==> config.mk <==
export PLATFORM = sky130hd
export DESIGN_NAME = usb_sched
export DESIGN_NICKNAME = d
export VERILOG_FILES = /design/src/rtl/usb_pkg.sv /design/src/rtl/usb_sched_rr.sv /design/src/rtl/usb_sched.sv
export SDC_FILE = /design/constraint.sdc
export NUM_CORES = 1
export LEC_CHECK = 0
export CORE_ASPECT_RATIO = 0.75
export CORE_MARGIN = 2
export CORE_UTILIZATION = 45
export DETAILED_ROUTE_END_ITERATION = 8
export PLACE_DENSITY = 0.87
export SLEW_MARGIN = 5
export SYNTH_ARGS = -nofsm -noshare
export SYNTH_HDL_FRONTEND = slang
export SYNTH_SLANG_ARGS = --single-unit
==> constraint.sdc <==
create_clock -name clk -period 4.7 [get_ports clk]
set_input_delay 0.94 -clock clk [delete_from_list [all_inputs] [get_ports clk]]
set_output_delay 0.94 -clock clk [all_outputs]
set_load 0.02 [all_outputs]
==> src/rtl/usb_pkg.sv <==
// usb_pkg: shared constants, FSM state encoding and transaction payload for usb_sched.
package usb_pkg;

  localparam int unsigned USB_REQ_NUM      = 4;
  localparam int unsigned USB_IDX_W        = 2;
  localparam int unsigned USB_RAM_REGION_W = 10;
  localparam int unsigned USB_BTYPE_W      = 4;
  localparam int unsigned USB_CMD_W        = 32;
  localparam int unsigned USB_STAT_W       = 32;
  localparam int unsigned USB_TIMER_W      = 20;
  localparam int unsigned USB_RAM_INIT_W   = USB_IDX_W + USB_RAM_REGION_W;

  typedef enum logic [2:0] {
    ST_IDLE  = 3'd0,
    ST_SEND  = 3'd1,
    ST_SWAIT = 3'd2,
    ST_RWAIT = 3'd3,
    ST_ACKX  = 3'd4,
    ST_READ  = 3'd5,
    ST_DONE  = 3'd6,
    ST_FAIL  = 3'd7
  } usb_sched_state_e;

  // Transaction latched at grant time and held until the grant drops.
  typedef struct packed {
    logic [USB_IDX_W-1:0]   idx;
    logic [USB_BTYPE_W-1:0] btype;
    logic [USB_CMD_W-1:0]   cmd;
  } usb_txn_t;

  function automatic logic [USB_IDX_W-1:0] usb_onehot_idx(input logic [USB_REQ_NUM-1:0] oh);
    logic [USB_IDX_W-1:0] idx;
    idx = '0;
    for (int i = 0; i < USB_REQ_NUM; i++) begin
      if (oh[i]) idx = USB_IDX_W'(i);
    end
    return idx;
  endfunction

endpackage

==> src/rtl/usb_sched_rr.sv <==
// usb_sched_rr: combinational round-robin pick of the first request at or after ptr.
module usb_sched_rr
  import usb_pkg::*;
(
  input  logic [USB_REQ_NUM-1:0] req,
  input  logic [USB_IDX_W-1:0]   ptr,
  output logic [USB_REQ_NUM-1:0] pick_c,
  output logic                   valid_c
);

  logic [USB_IDX_W-1:0] w_idx;

  // Scan ptr, ptr+1, ... with natural wrap of the index width.
  always_comb begin
    pick_c  = '0;
    valid_c = 1'b0;
    w_idx   = ptr;
    for (int k = 0; k < USB_REQ_NUM; k++) begin
      w_idx = USB_IDX_W'(ptr + USB_IDX_W'(k));
      if (!valid_c && req[w_idx]) begin
        pick_c[w_idx] = 1'b1;
        valid_c       = 1'b1;
      end
    end
  end

endmodule

==> src/rtl/usb_sched.sv <==
// usb_sched: round-robin transaction scheduler sharing the usb link between four requesters.
// Define USB_SCHED_RETRY_EN to retry a timed-out response up to RETRY_MAX extra sends.
module usb_sched
  import usb_pkg::*;
#(
  parameter logic [USB_TIMER_W-1:0] TIMEOUT = 20'd500000
`ifdef USB_SCHED_RETRY_EN
  , parameter int unsigned RETRY_MAX = 2
`endif
) (
  input  logic                               clk,
  input  logic                               rst,
  input  logic [USB_REQ_NUM-1:0]             req,
  input  logic [USB_REQ_NUM*USB_BTYPE_W-1:0] req_btype,
  input  logic [USB_REQ_NUM*USB_CMD_W-1:0]   req_cmd,
  output logic [USB_REQ_NUM-1:0]             grant,
  output logic [USB_REQ_NUM-1:0]             done,
  output logic [USB_REQ_NUM-1:0]             err,
  output logic [USB_STAT_W-1:0]              stat,
  output logic                               fs_send,
  output logic [USB_BTYPE_W-1:0]             send_btype,
  output logic [USB_CMD_W-1:0]               cache_cmd,
  input  logic                               fd_send,
  input  logic                               fs_read,
  input  logic [USB_BTYPE_W-1:0]             read_btype,
  output logic [USB_RAM_INIT_W-1:0]          read_ram_init,
  output logic                               fd_read,
  input  logic [USB_STAT_W-1:0]              cache_stat
);

`ifdef USB_SCHED_RETRY_EN
  localparam int unsigned RETRY_W = $clog2(RETRY_MAX + 2);
  logic [RETRY_W-1:0] r_retry;
  logic [RETRY_W-1:0] w_retry_nxt;
`endif

  usb_sched_state_e       r_state;
  usb_sched_state_e       w_state_nxt;
  logic [USB_IDX_W-1:0]   r_ptr;
  logic [USB_IDX_W-1:0]   w_ptr_nxt;
  logic [USB_TIMER_W-1:0] r_timer;
  logic [USB_TIMER_W-1:0] w_timer_nxt;
  logic [USB_TIMER_W-1:0] w_timer_inc;
  logic                   w_timeout;
  usb_txn_t               r_txn;
  usb_txn_t               w_txn_nxt;
  usb_txn_t               w_pick_txn;
  logic [USB_REQ_NUM-1:0] r_grant;
  logic [USB_REQ_NUM-1:0] w_grant_nxt;
  logic [USB_REQ_NUM-1:0] r_done;
  logic [USB_REQ_NUM-1:0] w_done_nxt;
  logic [USB_REQ_NUM-1:0] r_err;
  logic [USB_REQ_NUM-1:0] w_err_nxt;
  logic [USB_STAT_W-1:0]  r_stat;
  logic [USB_STAT_W-1:0]  w_stat_nxt;
  logic                   r_fs_send;
  logic                   w_fs_send_nxt;
  logic                   r_fd_read;
  logic                   w_fd_read_nxt;
  logic [USB_REQ_NUM-1:0] w_rr_pick;
  logic                   w_rr_valid;

  usb_sched_rr u_rr (
    .req     (req),
    .ptr     (r_ptr),
    .pick_c  (w_rr_pick),
    .valid_c (w_rr_valid)
  );

  // Payload of the requester the arbiter would grant this cycle.
  always_comb begin
    w_pick_txn     = '0;
    w_pick_txn.idx = usb_onehot_idx(w_rr_pick);
    for (int i = 0; i < USB_REQ_NUM; i++) begin
      if (w_rr_pick[i]) begin
        w_pick_txn.btype = req_btype[i*USB_BTYPE_W +: USB_BTYPE_W];
        w_pick_txn.cmd   = req_cmd[i*USB_CMD_W +: USB_CMD_W];
      end
    end
  end

  assign w_timer_inc = (&r_timer) ? r_timer : r_timer + USB_TIMER_W'(1);
  assign w_timeout   = (r_timer >= TIMEOUT - USB_TIMER_W'(1));

  // Next state plus next value of every registered output.
  always_comb begin
    w_state_nxt   = r_state;
    w_ptr_nxt     = r_ptr;
    w_timer_nxt   = r_timer;
    w_txn_nxt     = r_txn;
    w_grant_nxt   = r_grant;
    w_done_nxt    = '0;
    w_err_nxt     = '0;
    w_stat_nxt    = r_stat;
    w_fs_send_nxt = 1'b0;
    w_fd_read_nxt = 1'b0;
`ifdef USB_SCHED_RETRY_EN
    w_retry_nxt   = r_retry;
`endif
    unique case (r_state)
      ST_IDLE: begin
        // A stray response is acked and dropped before any new grant.
        if (fs_read) begin
          w_fd_read_nxt = 1'b1;
        end else if (w_rr_valid) begin
          w_txn_nxt     = w_pick_txn;
          w_grant_nxt   = w_rr_pick;
          w_fs_send_nxt = 1'b1;
          w_state_nxt   = ST_SEND;
`ifdef USB_SCHED_RETRY_EN
          w_retry_nxt   = '0;
`endif
        end
      end
      ST_SEND: begin
        w_fd_read_nxt = fs_read;
        w_fs_send_nxt = 1'b1;
        if (!fs_read && fd_send) begin
          w_fs_send_nxt = 1'b0;
          w_state_nxt   = ST_SWAIT;
        end
      end
      ST_SWAIT: begin
        w_fd_read_nxt = fs_read;
        if (!fs_read && !fd_send) begin
          w_timer_nxt = '0;
          w_state_nxt = ST_RWAIT;
        end
      end
      ST_RWAIT: begin
        w_timer_nxt = w_timer_inc;
        // A response arriving on the expiry cycle still takes priority.
        if (fs_read) begin
          w_fd_read_nxt = 1'b1;
          if (read_btype == r_txn.btype) begin
            w_stat_nxt  = cache_stat;
            w_state_nxt = ST_READ;
          end else begin
            w_state_nxt = ST_ACKX;
          end
        end else if (w_timeout) begin
`ifdef USB_SCHED_RETRY_EN
          if (r_retry < RETRY_W'(RETRY_MAX)) begin
            w_retry_nxt   = r_retry + RETRY_W'(1);
            w_fs_send_nxt = 1'b1;
            w_state_nxt   = ST_SEND;
          end else begin
            w_err_nxt   = r_grant;
            w_state_nxt = ST_FAIL;
          end
`else
          w_err_nxt   = r_grant;
          w_state_nxt = ST_FAIL;
`endif
        end
      end
      ST_ACKX: begin
        w_timer_nxt = w_timer_inc;
        if (fs_read) begin
          w_fd_read_nxt = 1'b1;
        end else begin
          w_state_nxt = ST_RWAIT;
        end
      end
      ST_READ: begin
        if (fs_read) begin
          w_fd_read_nxt = 1'b1;
        end else begin
          w_done_nxt  = r_grant;
          w_state_nxt = ST_DONE;
        end
      end
      ST_DONE, ST_FAIL: begin
        w_grant_nxt = '0;
        w_ptr_nxt   = USB_IDX_W'(r_txn.idx + USB_IDX_W'(1));
        w_state_nxt = ST_IDLE;
      end
      default: begin
        w_state_nxt = ST_IDLE;
      end
    endcase
  end

  always_ff @(posedge clk) begin
    if (rst) begin
      r_state   <= ST_IDLE;
      r_ptr     <= '0;
      r_timer   <= '0;
      r_txn     <= '0;
      r_grant   <= '0;
      r_done    <= '0;
      r_err     <= '0;
      r_stat    <= '0;
      r_fs_send <= 1'b0;
      r_fd_read <= 1'b0;
`ifdef USB_SCHED_RETRY_EN
      r_retry   <= '0;
`endif
    end else begin
      r_state   <= w_state_nxt;
      r_ptr     <= w_ptr_nxt;
      r_timer   <= w_timer_nxt;
      r_txn     <= w_txn_nxt;
      r_grant   <= w_grant_nxt;
      r_done    <= w_done_nxt;
      r_err     <= w_err_nxt;
      r_stat    <= w_stat_nxt;
      r_fs_send <= w_fs_send_nxt;
      r_fd_read <= w_fd_read_nxt;
`ifdef USB_SCHED_RETRY_EN
      r_retry   <= w_retry_nxt;
`endif
    end
  end

  assign grant         = r_grant;
  assign done          = r_done;
  assign err           = r_err;
  assign stat          = r_stat;
  assign fs_send       = r_fs_send;
  assign fd_read       = r_fd_read;
  assign send_btype    = r_txn.btype;
  assign cache_cmd     = r_txn.cmd;
  assign read_ram_init = {r_txn.idx, USB_RAM_REGION_W'(0)};

endmodule
==> impl_metrics.toml <==
[cts]
cts_tree = "yes"
ctsHoldBuffers = 0
clkLatencyLatePin_ns = 0.34
post_cts_buffers = 0
clk_path_buf_depth = 2
cts_root_buf = "clkbuf_16"
cts_resized = 0
numCtsBuffers = 9
clock_sinks = 109
htree_num_levels = 3
clkTransAtPathRegs_ns = 0.07

[critical_path]
crit_type = "input port to register"
cp-start-kind = "input port"
critPathCaptureType = "register"
worst_ep_arrival_time_ns = 3.92
rr_worst_depth = 10
rr_startpoint = "r_ptr[0]"
timing.rr.end = "cache_cmd[3]"
critPathRequiredTime_ns = 4.94
crit_end = "cache_cmd[3]"
r2r_slack_ns = 1.07
critPathLaunch = "req[2]"
crit_path_max_fanout = 36

[power]
power.density_nw_per_um2 = 252
intPower_uw = 1640
p_clk_share_pct = 33.2
p_switching_uw = 629
p_sw_share_pct = 27.7
p_leak_uw = 0.00365
ir_worst_vdd_v = 0.000224
pwr-share-comb_pct = 23.5
total_power_uw = 2270
seqPwrFrac_pct = 43.3

[floorplanning]
io_pins = 282
std_cell_rows = 36
die-area_um2 = 14100
core_area_um2 = 12900
dieWidth_um = 137
start_util_pct = 45.9
die_y_um = 103

[placed_design]
dpl.hpwl_mm = 15.0
place_area_um2 = 8700
portBuffers = 271
gp_congestion = 0.942
dp_cells = 1020

[route]
drt_iter0_drc = 357
wl_met2_mm = 10.0
top_layer_used = "met4"
via_per_inst = 5.69
routed-wl-met3_mm = 1.53
firstDrtPassIters = 5
final_antenna_net_count = 0
wl_per_cell_um = 19.6
drc = 0
wl_mm = 20.4
vias = 5900
met1Wirelength_mm = 8.09

[timing]
tightest_slew_ns = 1.02
final.min_clock_period_ns = 3.68
fin_setup_tns_ns = 0
final.setup_skew_ns = 0.00903
relSlewSlack_pct = 31.6
fmax_ghz = 0.272
setup_violations = 0
drv_slew = 0
period_share_pct = 78.2
rsz0062_at_grt = "no"
hold_viol_final = 0

[yosys]
async_flop_share_pct = 0
ys_warn_count = 0
synth_top_area_cell = "dfxtp_1"
ys_seq_elements = 109
synth_enable_flop_cells = 0
yosysUniqueCellTypes = 52
yosys-top-cells-area = "dfxtp_1 (37%), o32ai_2 (8.2%), a221oi_2 (8.1%), nor2_1 (6.4%), mux2i_1 (6.1%)"
seq_area_frac_synth_pct = 36.8
synth_top_area_share_pct = 36.8
synthCells = 616
synth_area_um2 = 5940
synth_ff_type = "dfxtp_1"
avgSynthCellArea_um2 = 9.64

[global_route]
first_global_vias = 5867
grt_remaining_overflow = 0
antenna_found_initial = 0
track_usage_pct = 28.6
grt_pass1_wl_mm = 31.2
grt_max_degree = 82

[worst_hold_path]
hold_class = "register to register"

[layout]
fillers = 961
drive_above_1_share_pct = 11.1
final_area_um2 = 9000
final_cells = 1036
syn_to_final_growth_pct = 51.6
final_nets = 1056
diodes = 0

[outcome]
outcome = "complete, no violations"

[run]
cap_viol_max_count = 0
## synthesized netlist by cell type (2+ instances only)
master    instances
a21oi_1          17
inv_1             5
buf_1             5
a221oi_1          9
mux2i_1          36
nand2_1          19
xor2_1            8
nand3b_1          4
a21o_1           36
and2_1           10
buf_2             5
nand2b_1         40
buf_6             4
xnor2_1           6
nor2b_1           2
dfxtp_1         109
nor3_1            5
nor3b_1           2
o211ai_1          2
and3_1            7
o21ai_0          13
or3_1            10
o32ai_2          30
o22a_1            2
o32ai_1           6
o21bai_1          3
buf_4            13
ha_1              8
clkbuf_1         28
nand3_1           6
mux4_2            3
and3b_1           2
a211oi_1          4
a221oi_2         32
and4_1            2
nand4_1           7
nor2_1          101
## placed cells by master (no fill, tap or decap), types with 4 or more instances in the layout
cell             count
clkdlybuf4s50_1    270
dfxtp_1            109
nor2_1             100
nand2b_1            39
a21o_1              36
mux2i_1             36
a221oi_2            31
o32ai_2             30
nand2_1             18
a21oi_1             17
o21ai_0             13
and2_1              10
or3_1               10
conb_1              10
a221oi_1             9
clkbuf_16            9
xor2_1               8
ha_1                 8
and3_1               7
nand4_1              7
buf_4                7
nand3_1              6
o32ai_1              6
xnor2_1              6
inv_1                5
nor3_1               5
nand3b_1             4
a211oi_1             4
## power groups by stage
stage                     clock network [uW]  logic (uW)  registers [uW]
after global routing                     803         563             987
after floorplan                            0         227            1030
after detailed placement                   0         530            1000
after global placement                     0         517            1000
final                                    755         534             983
after CTS                                766         533             982
## cells by family (layout without fill, tap and decap cells)
kind of cell             after synthesis  after routing  share of synthesized area, %
AND/OR/NAND/NOR                      222            222                          18.7
AO/OA/AOI/OAI                        163            163                          28.3
flip-flops                           109            109                          36.8
buffers and inverters                 60            300                          5.23
multiplexers                          39             39                          7.21
XOR/XNOR                              14             14                          2.07
adder cells (fa/ha/maj)                8              8                          1.69
other                                  1             10                        0.0632
## metal layers
metal	global-route usage, %	up-vias
met5	0	-
met4	11.2	0
met3	6.97	58
met2	49.7	294
met1	34.3	2814
li1	-	2734
## worst max-delay path: stages
cell and delay (ns):
clkdlybuf4s50_1 0.53, mux4_2 0.61, nand2_1 0.10, a21oi_1 0.08, a221oi_2 0.37, nor3b_4 0.26
buf_4 0.52, a221oi_1 0.19, o32ai_1 0.30
## sequential cells by signal (all words and copies together), names as in the netlist, 2 cells and up
name	count
r_state	3
grant	4
send_btype	4
err	4
cache_cmd	32
done	4
stat	32
read_ram_init	2
r_ptr	2
r_timer	20
## area by class of cell
| class | count | area [um2] | share of cell area [%] |
|---|---|---|---|
| tap | 171 | 214 | 2.38 |
| inverter | 5 | 18.8 | 0.209 |
| multi-input combinational | 456 | 3510 | 39.0 |
| clock inverter | 5 | 42.5 | 0.473 |
| timing repair buffer | 279 | 2780 | 30.9 |
| sequential | 109 | 2180 | 24.2 |
| clock buffer | 11 | 253 | 2.81 |
## per-stage QoR
stage          utilization, %  hold WS [ns]  setup slack [ns]
3_3_place_gp             67.3         0.461             0.877
2_1_floorplan               -         0.454              1.80
3_5_place_dp             67.3         0.479             0.716
6_report                 69.6         0.492              1.02
5_1_grt                  69.6         0.513             0.827
4_1_cts                  69.6         0.495              1.04
## how the worst min path moves through the flow
stage                  from            to  slack, ns  cells after the start
2_1_floorplan   r_timer[18]   r_timer[18]       0.45                      2
5_1_grt        cache_cmd[1]  cache_cmd[1]       0.51                      2
6_report       cache_cmd[1]  cache_cmd[1]       0.49                      2
3_3_place_gp    r_timer[18]   r_timer[18]       0.46                      2
3_5_place_dp   cache_cmd[1]  cache_cmd[1]       0.48                      2
4_1_cts        cache_cmd[1]  cache_cmd[1]       0.50                      2
Note: power is estimated with default switching activity, not from simulation.
